### src/rtl/btn_io.sv
`default_nettype none
// ============================================================================
// Module      : btn_io
// Description : Memory-mapped button peripheral: 2-flop sync, per-button
//               debounce, sticky press/release capture, maskable level IRQ.
// Revision    : 1.0 - initial release
// ============================================================================
module btn_io #(
    parameter int NBTN            = 7,
    parameter int DEBOUNCE_CYCLES = 250000,
    parameter int CW              = 18
) (
    input  logic            clk,
    input  logic            nreset,
    input  logic [NBTN-1:0] btn,
    input  logic            en,
    input  logic            wr,
    input  logic [3:0]      addr,
    input  logic [15:0]     din,
    output logic [15:0]     dout,
    output logic            irq
);
    localparam logic [CW-1:0] c_cnt_last = CW'(DEBOUNCE_CYCLES - 1);
    localparam logic [CW-1:0] c_cnt_one  = CW'(1);
    localparam logic [3:0]    c_reg_state    = 4'd0;
    localparam logic [3:0]    c_reg_pressed  = 4'd1;
    localparam logic [3:0]    c_reg_released = 4'd2;
    localparam logic [3:0]    c_reg_mask     = 4'd3;

    logic [NBTN-1:0] r_s1, r_s2, r_state, r_pressed, r_released, r_mask;
    logic [NBTN-1:0] w_accept, w_state_next, w_rise, w_fall;
    logic [NBTN-1:0] w_pressed_next, w_released_next, w_mask_next;
    logic [NBTN-1:0] w_wdata;
    logic [15:0]     w_rd_data;
    logic            w_wr, w_rd;
    logic            w_din_unused;

    assign w_wr         = en & wr;
    assign w_rd         = en & ~wr;
    assign w_wdata      = din[NBTN-1:0];
    assign w_din_unused = &{1'b0, din};

    always_ff @(posedge clk or negedge nreset) begin
        if (!nreset) begin
            r_s1 <= '0;
            r_s2 <= '0;
        end else begin
            r_s1 <= btn;
            r_s2 <= r_s1;
        end
    end

    // Any sample matching the accepted level restarts the stability count.
    generate
        for (genvar i = 0; i < NBTN; i++) begin : g_debounce
            logic [CW-1:0] r_cnt;
            logic          w_diff;

            assign w_diff      = r_s2[i] ^ r_state[i];
            assign w_accept[i] = w_diff && (r_cnt == c_cnt_last);

            always_ff @(posedge clk or negedge nreset) begin
                if (!nreset) begin
                    r_cnt <= '0;
                end else if (!w_diff || w_accept[i]) begin
                    r_cnt <= '0;
                end else begin
                    r_cnt <= r_cnt + c_cnt_one;
                end
            end
        end
    endgenerate

    assign w_state_next = (r_state & ~w_accept) | (r_s2 & w_accept);
    assign w_rise       = w_state_next & ~r_state;
    assign w_fall       = ~w_state_next & r_state;

    // New edges are OR-ed in after the W1C clear so a coincident event is kept.
    always_comb begin
        w_pressed_next  = r_pressed;
        w_released_next = r_released;
        w_mask_next     = r_mask;
        if (w_wr && addr == c_reg_pressed) begin
            w_pressed_next = r_pressed & ~w_wdata;
        end
        if (w_wr && addr == c_reg_released) begin
            w_released_next = r_released & ~w_wdata;
        end
        if (w_wr && addr == c_reg_mask) begin
            w_mask_next = w_wdata;
        end
        w_pressed_next  = w_pressed_next | w_rise;
        w_released_next = w_released_next | w_fall;
    end

    always_comb begin
        w_rd_data = '0;
        case (addr)
            c_reg_state:    w_rd_data[NBTN-1:0] = r_state;
            c_reg_pressed:  w_rd_data[NBTN-1:0] = r_pressed;
            c_reg_released: w_rd_data[NBTN-1:0] = r_released;
            c_reg_mask:     w_rd_data[NBTN-1:0] = r_mask;
            default:        w_rd_data = '0;
        endcase
    end

    always_ff @(posedge clk or negedge nreset) begin
        if (!nreset) begin
            r_state    <= '0;
            r_pressed  <= '0;
            r_released <= '0;
            r_mask     <= '0;
            dout       <= '0;
            irq        <= 1'b0;
        end else begin
            r_state    <= w_state_next;
            r_pressed  <= w_pressed_next;
            r_released <= w_released_next;
            r_mask     <= w_mask_next;
            irq        <= |((w_pressed_next | w_released_next) & w_mask_next);
            if (w_rd) begin
                dout <= w_rd_data;
            end
        end
    end
endmodule
`default_nettype wire

### config.mk
export PLATFORM = sky130hd
export DESIGN_NAME = btn_io
export DESIGN_NICKNAME = d
export VERILOG_FILES = /design/src/rtl/btn_io.sv
export SDC_FILE = /design/constraint.sdc
export NUM_CORES = 1
export LEC_CHECK = 0
export ABC_AREA = 1
export CORE_MARGIN = 10
export CORE_UTILIZATION = 64
export DETAILED_ROUTE_END_ITERATION = 6
export DONT_BUFFER_PORTS = 1
export PLACE_DENSITY = 0.8
export SLEW_MARGIN = 20
export SYNTH_ARGS = -nofsm -noshare
export SYNTH_HDL_FRONTEND = slang
export SYNTH_SLANG_ARGS = --single-unit
### constraint.sdc
create_clock -name clk -period 2 [get_ports clk]
set_input_delay 0.2 -clock clk [delete_from_list [all_inputs] [get_ports clk]]
set_output_delay 0.2 -clock clk [all_outputs]
set_load 0.05 [all_outputs]
==> impl_metrics.toml, run 1 <==
[synth]
ys_seq_elements = 176
ys_top_cells_by_area = "dfrtp_1, nor2_1, nand2_1"
yosysTopAreaCellShare_pct = 50.27
ys_seq_area_share_pct = 50.27
syn_area_per_cell_sq_um = 8.001
postSynthCellCount = 1095
synth_top_cell_by_area = "dfrtp_1"
synth_warnings = 0
synth-edff-count = 0
synth-main-ff-cell = "dfrtp_1"
async_reset_ff_share_pct = 100.0
synth.cell_area_sq_um = 8761
synth_cell_types = 36

[clock_network]
cts-buffers-inserted = 17
htree_num_levels = 4
tritoncts = "yes"
path_clk_slew_ns = 0.06
cts.path.max_buffers = 2
root_buffer = "clkbuf_16"
clock-sinks = 176
postCtsSetupRepairBufs = 0
clk_latency_ns = 0.43
cts_hold_buf = 15

[setup_path]
crit_path_end = "g_debounce[3].r_cnt[16]"
r2r-end = "g_debounce[3].r_cnt[16]"
crit_required_ns = 2.32
reg2regPathDepth = 10
crit_fanout = 7
crit_path_start = "g_debounce[3].r_cnt[0]"
arrival_ns = 2.16
path_class = "flop to flop"
r2r_slack_ns = 0.17
endpoint_kind = "flop"
r2r-start = "g_debounce[3].r_cnt[0]"
start_kind = "flop"

[timing]
fin_crit_ns = 1.833
slew_headroom_pct = 63.80
hold_ws_ns = -0.5347
fin_skew_ns = 0.007125
fmax_mhz = 545.5
final_max_slew_viol_count = 0
finalSetupTns_ns = 0
finalCritPeriodShare_pct = 91.67
worstMarginPinSlew_ns = 0.5430
timing.final.ws_setup_ns = 0.1667
setup_violations = 0
final_hold_viol_count = 176

[routing]
first_iter_violations = 600
ant_nets = 0
vias = 7177
wire_per_inst_um = 13.81
drtPass1Iterations = 5
wl_mm = 18.22
drc = 0
via_per_inst = 5.441

[run_status]
outcome = "finished, violations left"
violations = "hold timing"

[hold_path]
worstHoldPathType = "primary input to asynchronous set/reset pin"

[floorplan]
die_h_um = 137
initial_core_util_pct = 65.64
ios = 48
row_count = 42
core_sq_um = 13350
die_area_sq_um = 18770
die_w_um = 137

[placement]
dpl_worst_slack_ns = 0.1229
gp_congestion = 0.9181
io_buffers = 0
dp_hpwl_mm = 12.31
placed_cell_area_sq_um = 8972

[pwr]
power_density_nw_per_um2 = 772.0
finalPower_mw = 7.528
leakage_nw = 4.554
ir_drop_v = 0.0007634

[global_route]
grt_pass1_vias = 6857
grt.total_usage_pct = 20.39
antenna_found_initial = 0
grt_max_degree = 177
overflow = 0
grt_pass1_wl_mm = 31.17

[final_layout]
design_area_sq_um = 9752
antennaDiodeCount = 0
fin_util_pct = 73.06
fillCellCount = 1003
syn2layout_area_growth_pct = 11.31
layout-drive-gt1-share_pct = 6.999
final_nets = 1169

[run]
maxCapViolCount = 0
[flip-flops by register name (all words and copies together) (netlist names)]
| signal | count |
|---|---|
| g_debounce.r_cnt | 126 |
| dout | 7 |
| r_mask | 7 |
| r_pressed | 7 |
| r_released | 7 |
| r_s1 | 7 |
| r_s2 | 7 |
| r_state | 7 |
| irq | 1 |
[power by group]
part	internal, mW	switching (mW)
registers	3.70	0.145
clock network	1.87	1.37
logic	0.160	0.285
total	5.73	1.80
[stage by stage]
step	hold slack (ns)	std cells
finish	-0.5347	1319
floorplan	-0.09559	1103
global route	-0.5520	1319
detailed placement	-0.08622	1273
CTS	-0.5469	1319
global placement	-0.08715	1273
[synthesized netlist by cell type, types with 10 or more instances]
cell and number:
dfrtp_1 176, inv_1 140, nand4_1 27, nand3_1 60, o21ai_1 10, nor2_2 11
o21ai_0 33, o22ai_1 14, nand2_1 206, xor2_1 33, nor3_1 45, nor2_1 211
a21oi_1 48, xnor2_1 12
[logic make-up after synthesis]
logic type	after synthesis	share of synthesized area [%]
simple gates	583	28.76
flops	176	50.27
buf+inv	160	7.598
compound gates	123	7.826
xor+xnor	45	4.499
fa+ha+maj	7	0.9997
other cells	1	0.04280
[critical path, stage by stage (launching register included)]
cell     delay, ns
dfrtp_1       0.38
ha_1          0.18
nand2_1       0.06
inv_1         0.07
nand2_1       0.16
nor3_1        0.22
nand4_1       0.16
nor2_1        0.26
nand3_1       0.11
nand2_1       0.08
nor2_1        0.04
[worst min path at each step]
stage | depth (start not counted) | end | start
6_report | 0 | g_debounce[4].r_cnt[14] | nreset
5_1_grt | 0 | g_debounce[4].r_cnt[6] | nreset
4_1_cts | 0 | g_debounce[4].r_cnt[5] | nreset
3_5_place_dp | 0 | g_debounce[4].r_cnt[7] | nreset
3_3_place_gp | 0 | g_debounce[4].r_cnt[6] | nreset
2_1_floorplan | 0 | dout[0] | nreset
[layout by cell type (no fill, tap or decap), types with 17 or more instances in the layout]
master / instances
a21oi_1: 48
clkbuf_16: 17
dfrtp_1: 176
inv_1: 139
nand2_1: 205
nand3_1: 59
nand4_1: 27
nor2_1: 206
nor3_1: 40
o21ai_0: 33
xor2_1: 33
[metal layers]
| metal | vias to the layer above | GRT usage (%) | wire, um |
|---|---|---|---|
| li1 | 3584 | - | - |
| met5 | - | 0 | 0 |
| met3 | 30 | 4.326 | 828 |
| met2 | 139 | 32.70 | 8776 |
| met4 | 0 | 8.138 | 349 |
| met1 | 3424 | 26.45 | 8265 |
[what timing repair did]
item | 4_1_cts | 5_1_grt
endpoints found under the setup margin | 0 | 9
resized for setup | 0 | 17
endpoints found under the hold margin | 211 | 176
[cell type report]
class | instances | area (sq um) | share of cell area [%]
clock buffer | 22 | 454.2 | 4.657
multi-input combinational | 767 | 3786 | 38.82
timing repair buffer | 28 | 247.7 | 2.540
inverter | 141 | 529.3 | 5.427
clock inverter | 9 | 110.1 | 1.129
sequential | 176 | 4404 | 45.16
tap | 176 | 220.2 | 2.258
Power figures use the tool's default switching activity.
==> run 2, diff against run 1 <==
--- a/config.mk
+++ b/config.mk
@@ -7,10 +7,11 @@
 export LEC_CHECK = 0
 export ABC_AREA = 1
 export CORE_MARGIN = 10
-export CORE_UTILIZATION = 64
+export CORE_UTILIZATION = 66
+export CTS_BUF_LIST = sky130_fd_sc_hd__clkbuf_4 sky130_fd_sc_hd__clkbuf_8
 export DETAILED_ROUTE_END_ITERATION = 6
 export DONT_BUFFER_PORTS = 1
-export PLACE_DENSITY = 0.8
+export PLACE_DENSITY = 0.82
 export SLEW_MARGIN = 20
 export SYNTH_ARGS = -nofsm -noshare
 export SYNTH_HDL_FRONTEND = slang
==> impl_metrics.toml, run 2 (synthesis gave the netlist of run 1 again) <==
[pwr]
power_density_nw_per_um2 = 694.3
leakage_nw = 4.490
ir_drop_v = 0.0006065

[timing]
hold_ws_ns = -0.5846
slew_headroom_pct = 64.33
fin_crit_ns = 1.838
fmax_mhz = 544.2
finalCritPeriodShare_pct = 91.88
fin_skew_ns = 0.009140
finalSetupTns_ns = 0
rsz0062_at_grt = "no"
final_hold_viol_count = 176
worstMarginPinSlew_ns = 0.5351
timing.final.ws_setup_ns = 0.1623
final_max_slew_viol_count = 0
setup_violations = 0

[floorplan]
core_sq_um = 13140
ios = 48
initial_core_util_pct = 66.69
die_h_um = 135.2
die_w_um = 135.2
die_area_sq_um = 18280
row_count = 42

[final_layout]
top_register = "g_debounce.r_cnt"
layout.cells.most_common = "nor2_1"
fillCellCount = 1032
largest_reg_flops = 126
design_area_sq_um = 9598
layout-drive-gt1-share_pct = 7.692
layout_common_cells = "nor2_1, nand2_1, dfrtp_1, inv_1, nand3_1"
seq_area_sq_um = 4404
syn2layout_area_growth_pct = 9.554
multi_input_area_sq_um = 3801
final_nets = 1170

[setup_path]
start_kind = "flop"
crit_required_ns = 2.36
slowest_stage = "dfrtp_1"
r2r-start = "g_debounce[6].r_cnt[0]"
endpoint_kind = "flop"
arrival_ns = 2.20
r2r_slack_ns = 0.16
crit_fanout = 5
cp_top_family = "simple AND/OR/NAND/NOR gates"
r2r-end = "g_debounce[6].r_cnt[14]"
worst-path-buf-inv = 0
path_class = "flop to flop"
reg2regPathDepth = 10
critPathMaxStageDelay_ns = 0.40
worstPathCellList = "ha_2 -> nand3_2 -> nor3_4 -> nand2_1 -> nor2_2 -> nand3_2 -> nor2_4 -> nand3_1 -> nand2_1 -> nor2_1"

[global_route]
overflow = 0
antenna_found_initial = 1
grt_max_degree = 177
grt_pass1_vias = 6634
grt.total_usage_pct = 19.89
grt_pass1_wl_mm = 29.99

[hold_path]
worstHoldPathType = "primary input to asynchronous set/reset pin"

[routing]
via_per_inst = 5.339
drtPass1Iterations = 5
wire_per_inst_um = 13.49
wl_mm = 17.83
first_iter_violations = 475
vias = 7053
ant_nets = 0
drc = 0

[run_status]
violations = "hold timing"
outcome = "finished, violations left"

[clock_network]
path_clk_slew_ns = 0.09
cts-buffers-inserted = 17
cts_hold_buf = 15
tritoncts = "yes"
root_buffer = "clkbuf_8"
clock-sinks = 176
cts.path.max_buffers = 2
clk_latency_ns = 0.47
htree_num_levels = 4

[placement]
placed_cell_area_sq_um = 8972
gp_congestion = 0.8709
io_buffers = 0
dp_hpwl_mm = 12.14
dpl_worst_slack_ns = 0.1130

[run]
maxCapViolCount = 0
-- run 2: how the worst max path moves through the flow --
stage                                 from                      end  depth (start not counted)  slack [ns]
floorplan           g_debounce[4].r_cnt[0]  g_debounce[4].r_cnt[12]                         11        0.38
global placement    g_debounce[6].r_cnt[0]  g_debounce[6].r_cnt[14]                         10        0.19
detailed placement  g_debounce[6].r_cnt[0]  g_debounce[6].r_cnt[14]                         10        0.11
CTS                 g_debounce[6].r_cnt[0]  g_debounce[6].r_cnt[14]                         10        0.08
global route        g_debounce[0].r_cnt[0]  g_debounce[0].r_cnt[16]                         10      0.0008
finish              g_debounce[6].r_cnt[0]  g_debounce[6].r_cnt[14]                         10        0.16
-- run 2: stage by stage --
stage	total power [mW]	utilization (%)	std cells	hold slack, ns
global route	6.938	73.06	1321	-0.6181
floorplan	4.216	-	1103	-0.09559
CTS	6.699	72.37	1319	-0.5972
global placement	4.290	68.30	1273	-0.08769
finish	6.664	73.06	1321	-0.5846
detailed placement	4.310	68.30	1273	-0.08810
-- run 2: routing by layer --
layer / track usage [%] / share of wire [%]
met2: 31.28 / 48
met5: 0 / 0
met1: 26.54 / 46
met3: 5.267 / 5.0
met4: 5.921 / 1.3
-- run 2: layout make-up --
cell class | instances | area share, %
diodes | 1 | 0.02607
multi-input cells | 767 | 39.60
repair buffers | 29 | 2.659
inverters | 141 | 5.514
clock buffers | 23 | 3.168
well taps | 176 | 2.294
clock inverters | 8 | 0.8473
flip-flops and latches | 176 | 45.89
-- run 2: power by group --
group / switching, mW / internal, mW
sequential: 0.142 / 3.70
clock: 1.24 / 1.14
combinational: 0.284 / 0.160
-- run 2: what timing repair did --
action | CTS | global route
setup endpoints to repair | 0 | 13
hold endpoints to repair | 211 | 176
resized for setup | 0 | 20
buffers inserted | 0 | 1
-- run 2: worst register-to-register path: stages (launching register included) --
cell,delay (ns)
dfrtp_1,0.40
ha_2,0.22
nand3_2,0.14
nor3_4,0.23
nand2_1,0.11
nor2_2,0.17
nand3_2,0.14
nor2_4,0.14
nand3_1,0.08
nand2_1,0.06
nor2_1,0.04
